<file path="src/rtl/fifo_pkg.sv">
// Shared types and default widths for the packet FIFO and its reader.
package fifo_pkg;

    localparam int DEF_BITS  = 8;
    localparam int DEF_CNT_W = 16;

    typedef enum logic {
        IDLE,
        PAYLOAD
    } rd_state_t;

endpackage

</file>
<file path="src/rtl/fifo_pkt_out_reg.sv">
// One-entry valid/ready output register with end-of-packet flag.
module fifo_pkt_out_reg
    import fifo_pkg::*;
#(
    parameter int BITS = DEF_BITS
) (
    input  logic            clk,
    input  logic            rst,
    input  logic            load,
    input  logic [BITS-1:0] load_data,
    input  logic            load_last,
    input  logic            ready,
    output logic [BITS-1:0] out_data,
    output logic            out_valid,
    output logic            out_last,
    output logic            can_load
);

    logic [BITS-1:0] data_reg;
    logic            valid_reg;
    logic            last_reg;

    assign can_load  = !valid_reg || ready;
    assign out_data  = data_reg;
    assign out_valid = valid_reg;
    assign out_last  = last_reg;

    // Data is only written on a load, so it stays stable while stalled.
    always_ff @(posedge clk) begin
        if (rst) begin
            data_reg  <= '0;
            valid_reg <= 1'b0;
            last_reg  <= 1'b0;
        end else if (load) begin
            data_reg  <= load_data;
            valid_reg <= 1'b1;
            last_reg  <= load_last;
        end else if (valid_reg && ready) begin
            valid_reg <= 1'b0;
            last_reg  <= 1'b0;
        end
    end

endmodule

</file>
<file path="src/rtl/fifo_pkt_reader.sv">
// Pops length-prefixed packets from a FIFO and streams the payload out
// over valid/ready, counting completed packets and zero-length headers.
module fifo_pkt_reader
    import fifo_pkg::*;
#(
    parameter int BITS  = DEF_BITS,
    parameter int CNT_W = DEF_CNT_W
) (
    input  logic             clk,
    input  logic             rst,
    input  logic             en,
    input  logic [BITS-1:0]  fifo_dout,
    input  logic             fifo_pndng,
    output logic             fifo_pop,
    output logic [BITS-1:0]  out_data,
    output logic             out_valid,
    input  logic             out_ready,
    output logic             out_last,
    output logic             busy,
    output logic [CNT_W-1:0] pkt_count,
    output logic [CNT_W-1:0] zero_len_count
);

    rd_state_t        state_reg, state_next;
    logic [BITS-1:0]  remaining_reg, remaining_next;
    logic [CNT_W-1:0] pkt_count_reg;
    logic [CNT_W-1:0] zero_len_count_reg;

    logic pop_next;
    logic load_next;
    logic load_last_next;
    logic zero_len_next;
    logic can_load;

    fifo_pkt_out_reg #(
        .BITS(BITS)
    ) u_out_reg (
        .clk       (clk),
        .rst       (rst),
        .load      (load_next),
        .load_data (fifo_dout),
        .load_last (load_last_next),
        .ready     (out_ready),
        .out_data  (out_data),
        .out_valid (out_valid),
        .out_last  (out_last),
        .can_load  (can_load)
    );

    always_comb begin
        state_next     = state_reg;
        remaining_next = remaining_reg;
        pop_next       = 1'b0;
        load_next      = 1'b0;
        load_last_next = 1'b0;
        zero_len_next  = 1'b0;

        unique case (state_reg)
            IDLE: begin
                // Header pops ignore the output register; a held word keeps presenting.
                if (en && fifo_pndng) begin
                    pop_next = 1'b1;
                    if (fifo_dout == '0) begin
                        zero_len_next = 1'b1;
                    end else begin
                        remaining_next = fifo_dout;
                        state_next     = PAYLOAD;
                    end
                end
            end
            PAYLOAD: begin
                if (fifo_pndng && can_load) begin
                    pop_next       = 1'b1;
                    load_next      = 1'b1;
                    load_last_next = (remaining_reg == BITS'(1));
                    remaining_next = remaining_reg - BITS'(1);
                    if (remaining_reg == BITS'(1)) begin
                        state_next = IDLE;
                    end
                end
            end
            default: state_next = IDLE;
        endcase

        // Nothing leaves the FIFO while reset is held.
        if (rst) begin
            pop_next  = 1'b0;
            load_next = 1'b0;
        end
    end

    always_ff @(posedge clk) begin
        if (rst) begin
            state_reg          <= IDLE;
            remaining_reg      <= '0;
            pkt_count_reg      <= '0;
            zero_len_count_reg <= '0;
        end else begin
            state_reg     <= state_next;
            remaining_reg <= remaining_next;
            if (zero_len_next) begin
                zero_len_count_reg <= zero_len_count_reg + CNT_W'(1);
            end
            if (out_valid && out_ready && out_last) begin
                pkt_count_reg <= pkt_count_reg + CNT_W'(1);
            end
        end
    end

    assign fifo_pop       = pop_next;
    assign busy           = (state_reg != IDLE);
    assign pkt_count      = pkt_count_reg;
    assign zero_len_count = zero_len_count_reg;

endmodule

</file>
<file path="config.mk">
export PLATFORM = sky130hd
export DESIGN_NAME = fifo_pkt_reader
export DESIGN_NICKNAME = d
export VERILOG_FILES = /design/src/rtl/fifo_pkg.sv /design/src/rtl/fifo_pkt_out_reg.sv /design/src/rtl/fifo_pkt_reader.sv
export SDC_FILE = /design/constraint.sdc
export NUM_CORES = 1
export LEC_CHECK = 0
export CAP_MARGIN = 20
export CORE_MARGIN = 2
export CORE_UTILIZATION = 50
export DETAILED_ROUTE_END_ITERATION = 6
export PLACE_DENSITY_LB_ADDON = 0.1
export SYNTH_ARGS = -nofsm -noshare
export SYNTH_HDL_FRONTEND = slang
export SYNTH_SLANG_ARGS = --single-unit
</file>
<file path="constraint.sdc">
create_clock -name clk -period 2.7 [get_ports clk]
set_clock_uncertainty 0.2 [all_clocks]
set_input_delay 0.54 -clock clk [delete_from_list [all_inputs] [get_ports clk]]
set_output_delay 0.54 -clock clk [all_outputs]
set_load 0.02 [all_outputs]
</file>
==> flow_metrics.py, run 1 <==
metrics = {
    "routing": {
        "via_per_inst": 5.779,
        "wl_met1_um": 2862,
        "routed_wl_um": 6221,
        "vias": 2508,
        "wl_per_cell_um": 14.33,
        "drc_errors": 0,
        "postRouteAntennaNets": 0,
        "wl_met3_um": 268,
        "first_iter_violations": 167,
        "dr_wl_met2_um": 3021,
        "top_layer": "met4",
        "drt_pass1_iterations": 4,
    },
    "clocking": {
        "path_clk_slew_ns": 0.09,
        "hold_buffers": 0,
        "cts.path.max_buffers": 2,
        "worstSkewPairLatency_ns": 0.31,
        "cts_tree": "yes",
        "cts.sinks": 51,
        "cts_made_buffers": 5,
        "cts-root-buf": "clkbuf_8",
        "htreeDepth": 2,
    },
    "worst_setup_path": {
        "path_class": "input pin to output port",
        "crit_fanout": 3,
        "worstSetupStartpointType": "input pin",
        "crit_arrival_ns": 1.80,
        "cp-end-kind": "output port",
        "required_ns": 1.96,
    },
    "pwr": {
        "p_leak_nw": 1.102,
        "power_switching_share_pct": 23.73,
        "p_int_mw": 1.208,
        "vdd_drop_max_uv": 317.6,
        "power_density_mw_per_mm2": 474.3,
        "p_clk_share_pct": 40.2,
        "p_comb_share_pct": 10.4,
        "switching_power_mw": 0.3759,
        "pwr-share-seq_pct": 49.3,
    },
    "cells_and_area": {
        "drive_above_1_share_pct": 8.174,
        "fillers": 418,
        "layout_commonest_cell": "clkdlybuf4s50_1",
        "area_delta_synth_final_pct": 32.85,
        "antenna_cells": 0,
        "nets": 383,
        "final_cell_mix": "clkdlybuf4s50_1 (54), dfxtp_1 (51), a21oi_1 (36)",
        "multi_input_area_mm2": 0.001401,
        "ff_latch_area_mm2": 0.001021,
    },
    "floorplanning": {
        "num_rows": 25,
        "io-pin-count": 57,
        "start_util_pct": 52.52,
        "die_w_um": 74.91,
        "die_y_um": 74.91,
        "core_mm2": 0.004786,
        "die-area_mm2": 0.005611,
    },
    "sta": {
        "fmax_ghz": 0.3943,
        "slew_headroom_pct": 61.51,
        "slew_viol_final": 0,
        "setup_viol": 0,
        "worst_slew_pin_slew_ns": 0.5773,
        "min_period_ns": 2.536,
        "fin_setup_tns_ns": 0,
        "hold_violations": 0,
        "finalCritPeriodShare_pct": 93.94,
        "rsz0062_at_grt": "false",
        "fin_ws_ns": 0.1637,
    },
    "placed_design": {
        "pre_cts_slack_ns": -0.1169,
        "gp_congestion": 0.8471,
        "port-buffer-count": 56,
        "dp_hpwl_um": 4362,
    },
    "yosys": {
        "yosysSeqAreaShare_pct": 40.62,
        "synth_cell_type_count": 42,
        "synthTopCellsByArea": "dfxtp_1 (41%), a21oi_1 (7.2%), or4_1 (5.4%)",
        "syn_nets": 320,
        "synth_top_area_cell": "dfxtp_1",
        "syn_area_mm2": 0.002514,
        "synth_top_flop_cell": "dfxtp_1",
        "avgSynthCellArea_um2": 8.296,
        "yosys_warnings": 0,
        "yosysTopAreaCellShare_pct": 40.62,
        "synth_edf_count": 0,
        "syn-instance-count": 303,
        "ys_async_sr_fraction_pct": 0,
        "ys_seq_elements": 51,
    },
    "grt": {
        "grt_overflow": 0,
        "grt_pass1_vias": 2240,
        "grt.total_usage_pct": 23.48,
        "grt_pass1_wl_um": 10290,
        "antenna_found_initial": 0,
        "grt_max_degree": 59,
    },
    "status": {
        "status": "completed",
    },
    "run": {
        "drv_cap": 0,
    },
    "worst_hold_path": {
        "hp-class": "register to register",
    },
}
-- worst max-delay path, cell delays in order --
cell and delay [ns]:
clkdlybuf4s50_1 0.47, nand2b_1 0.17, nand3_1 0.11, a21oi_1 0.15, dlygate4sd2_1 0.35
-- synthesized netlist by cell type, types with 7 or more instances --
cell,number
a21oi_1,36
dfxtp_1,51
nor2_1,20
inv_1,9
nand4_1,7
nand2b_1,7
or4_1,18
clkbuf_1,13
o31ai_1,14
nand2_1,31
nand3_1,19
-- per-layer routing --
metal	vias up	track usage, %
met3	6	4.552
li1	1251	-
met1	1187	30.76
met2	64	39.38
met5	-	0
met4	0	6.746
-- power by group through the flow --
stage                     registers, mW  logic (mW)  clock network, mW
after floorplan                   0.800      0.0883                  0
after global placement            0.798       0.162                  0
after detailed placement          0.798       0.164                  0
after CTS                         0.781       0.164              0.648
after global routing              0.784       0.183              0.675
final                             0.782       0.165              0.637
-- what timing repair did --
action | in CTS | in global routing
buffers inserted | 0 | 0
endpoints found under the setup margin | 1 | 0
gates resized for setup | 1 | 0
-- layout make-up --
cell class              instances  share of cell area, %
multi-input cells             228                  41.96
flip-flops and latches         51                  30.57
repair buffers                 70                  19.75
well taps                      67                  2.510
clock buffers                   5                  2.061
clock inverters                 3                  2.023
inverters                      10                  1.124
-- cells by family (layout without fill, tap and decap cells) --
| kind of cell | after synthesis | in the layout | synth area share, % |
|---|---|---|---|
| AO/OA/AOI/OAI | 72 | 72 | 17.52 |
| buffers and inverters | 24 | 88 | 3.633 |
| XOR/XNOR | 12 | 12 | 4.181 |
| flip-flops | 51 | 51 | 40.62 |
| multiplexers | 3 | 3 | 1.244 |
| AND/OR/NAND/NOR | 137 | 137 | 30.81 |
| adder cells (fa/ha/maj) | 4 | 4 | 1.991 |
-- path summary, 6_finish.rpt --
kind | end | start | slack [ns] | cells past startpoint
max | fifo_pop | out_ready | 0.16 | 5
max reg2reg | pkt_count[15]$_SDFFE_PP0P_ | pkt_count[3]$_SDFFE_PP0P_ | 0.60 | 4
min reg2reg | u_out_reg.out_data[1]$_SDFFE_PP0P_ | u_out_reg.out_data[1]$_SDFFE_PP0P_ | 0.26 | 2
min | u_out_reg.out_data[1]$_SDFFE_PP0P_ | u_out_reg.out_data[1]$_SDFFE_PP0P_ | 0.26 | 2
-- through the flow --
| step | instances | hold WS, ns | area (um^2) | utilization (%) | total power, mW |
|---|---|---|---|---|---|
| 2_1_floorplan | 303 | 0.2536 | 2514 | - | 0.8886 |
| 3_3_place_gp | 426 | 0.2429 | 3204 | 66.95 | 0.9597 |
| 3_5_place_dp | 426 | 0.2513 | 3204 | 66.95 | 0.9623 |
| 4_1_cts | 434 | 0.2652 | 3339 | 69.78 | 1.593 |
| 5_1_grt | 434 | 0.2796 | 3339 | 69.78 | 1.642 |
| 6_report | 434 | 0.2597 | 3339 | 69.78 | 1.584 |
Note: power is estimated with default switching activity, not from simulation.
==> run 2: changes to the inputs <==
- SETUP_SLACK_MARGIN: not set -> 0.5
==> run 2 against run 1 <==
Against the previous run: sequential power about the same; sequential share of layout area down 0.39 points; clock-buffer cell count unchanged; die area is the same; critical path depth is 4 lower; combinational power about the same; final cell count grew 1.8%; flip-flop and latch count is the same; maximum frequency is 17% higher.
==> flow_metrics.py, run 2 (synthesis results as in run 1) <==
metrics = {
    "routing": {
        "first_iter_violations": 160,
        "postRouteAntennaNets": 0,
        "via_per_inst": 5.781,
        "routed_wl_um": 6303,
        "vias": 2555,
        "drc_errors": 0,
        "drt_pass1_iterations": 4,
        "wl_per_cell_um": 14.26,
    },
    "run": {
        "drv_cap": 0,
    },
    "pwr": {
        "vdd_drop_max_uv": 265.4,
        "p_leak_nw": 1.282,
        "power_density_mw_per_mm2": 411.2,
    },
    "sta": {
        "fin_setup_tns_ns": 0,
        "hold_violations": 0,
        "fin_ws_ns": 0.5342,
        "slew_viol_final": 0,
        "setup_viol": 0,
        "fmax_ghz": 0.4617,
        "rsz0062_at_grt": "true",
        "fin_hold_ws_ns": 0.2584,
        "finalCritPeriodShare_pct": 80.22,
        "worst_slew_pin_slew_ns": 0.5717,
        "min_period_ns": 2.166,
        "slew_headroom_pct": 61.89,
    },
    "worst_setup_path": {
        "max_stage_delay_ns": 0.65,
        "required_ns": 1.96,
        "path_delay_family": "buffers and inverters",
        "cp.depth": 1,
        "cp.buffers_inverters": 1,
        "startpoint": "zero_len_count[0]$_SDFFE_PP0P_",
        "crit_arrival_ns": 1.43,
        "crit_fanout": 5,
        "rr_startpoint": "pkt_count[4]$_SDFFE_PP0P_",
        "path_cells": "clkdlybuf4s50_1",
        "cp-endpoint": "zero_len_count[0]",
        "cp_slowest_cell": "clkdlybuf4s50_1",
        "regToRegSetupSlack_ns": 0.68,
        "path_class": "register to output port",
        "worstSetupStartpointType": "register",
        "cp-end-kind": "output port",
        "r2r_end": "pkt_count[15]$_SDFFE_PP0P_",
        "ff2ff_path_depth": 4,
    },
    "status": {
        "status": "completed",
    },
    "clocking": {
        "worstSkewPairLatency_ns": 0.31,
        "cts.sinks": 51,
        "cts_tree": "yes",
        "cts_made_buffers": 5,
        "path_clk_slew_ns": 0.10,
        "cts-root-buf": "clkbuf_8",
        "cts.path.max_buffers": 2,
        "htreeDepth": 2,
    },
    "floorplanning": {
        "die_y_um": 74.91,
        "core_mm2": 0.004786,
        "start_util_pct": 52.52,
        "die_w_um": 74.91,
        "die-area_mm2": 0.005611,
        "io-pin-count": 57,
        "num_rows": 25,
    },
    "grt": {
        "grt.total_usage_pct": 23.11,
        "antenna_found_initial": 0,
        "grt_pass1_wl_um": 10010,
        "grt_overflow": 0,
        "grt_pass1_vias": 2175,
        "grt_max_degree": 59,
    },
    "cells_and_area": {
        "area_delta_synth_final_pct": 34.74,
        "nets": 391,
        "drive_above_1_share_pct": 12.00,
        "final_cell_mix": "dfxtp_1 (50), clkdlybuf4s50_1 (36), a21oi_1 (34)",
        "antenna_cells": 0,
        "layout_commonest_cell": "dfxtp_1",
        "final_cell_count_no_fill": 442,
        "fin_util_pct": 70.77,
    },
    "placed_design": {
        "port-buffer-count": 56,
        "gp_congestion": 0.8753,
        "dp_hpwl_um": 4344,
        "pre_cts_slack_ns": -0.1402,
        "dp_cells": 428,
    },
    "worst_hold_path": {
        "hp-class": "register to register",
    },
}
-- run 2: what timing repair did --
item,4_1_cts,5_1_grt
endpoints found under the setup margin,20,26
hold buffers,0,0
gates resized for setup,16,13
pin swaps,4,3
setup buffers,5,0
cloned,0,1
-- run 2: worst register-to-register path: cells and delay by family (launching register included) --
kind,cells,cell delay (ns)
and+or+nand+nor,3,1.20
DFF,1,0.42
AOI/OAI and AO/OA,1,0.14
-- run 2: worst min-delay path by stage --
stage / from / to / slack, ns / depth (start not counted)
floorplan: remaining_reg[7]$_SDFFE_PP0P_ / remaining_reg[7]$_SDFFE_PP0P_ / 0.25 / 2
global placement: u_out_reg.out_data[3]$_SDFFE_PP0P_ / u_out_reg.out_data[3]$_SDFFE_PP0P_ / 0.24 / 2
detailed placement: u_out_reg.out_data[3]$_SDFFE_PP0P_ / u_out_reg.out_data[3]$_SDFFE_PP0P_ / 0.25 / 2
CTS: u_out_reg.out_data[3]$_SDFFE_PP0P_ / u_out_reg.out_data[3]$_SDFFE_PP0P_ / 0.26 / 2
global route: u_out_reg.out_data[3]$_SDFFE_PP0P_ / u_out_reg.out_data[3]$_SDFFE_PP0P_ / 0.28 / 2
finish: u_out_reg.out_data[3]$_SDFFE_PP0P_ / u_out_reg.out_data[3]$_SDFFE_PP0P_ / 0.26 / 2
-- run 2: layout make-up --
| cell class | count | area (um^2) |
|---|---|---|
| tap | 67 | 83.83 |
| inverter | 10 | 37.54 |
| fill | 412 | 1399 |
| clock inverter | 3 | 18.77 |
| sequential | 51 | 1022 |
| timing repair buffer | 78 | 730.7 |
| multi-input combinational | 228 | 1425 |
| clock buffer | 5 | 68.82 |
-- run 2: metal layers --
metal,share of wire (%),vias up,global-route usage (%)
li1,-,1264,-
met1,47,1211,32.39
met2,46,75,35.96
met3,5.7,5,4.819
met4,1.1,0,6.944
met5,0,-,0
-- run 2: per-stage QoR --
stage               cell area [um^2]  total power, mW
detailed placement              3223           0.9658
global route                    3387            1.450
floorplan                       2517           0.8893
CTS                             3346            1.403
finish                          3387            1.393
global placement                3223           0.9635
-- run 2: where the power goes --
group | leakage (nW) | internal [mW] | switching (mW)
combinational | 0.821 | 0.0704 | 0.0950
clock | 0.0483 | 0.183 | 0.264
sequential | 0.413 | 0.766 | 0.0140
total | 1.28 | 1.02 | 0.373
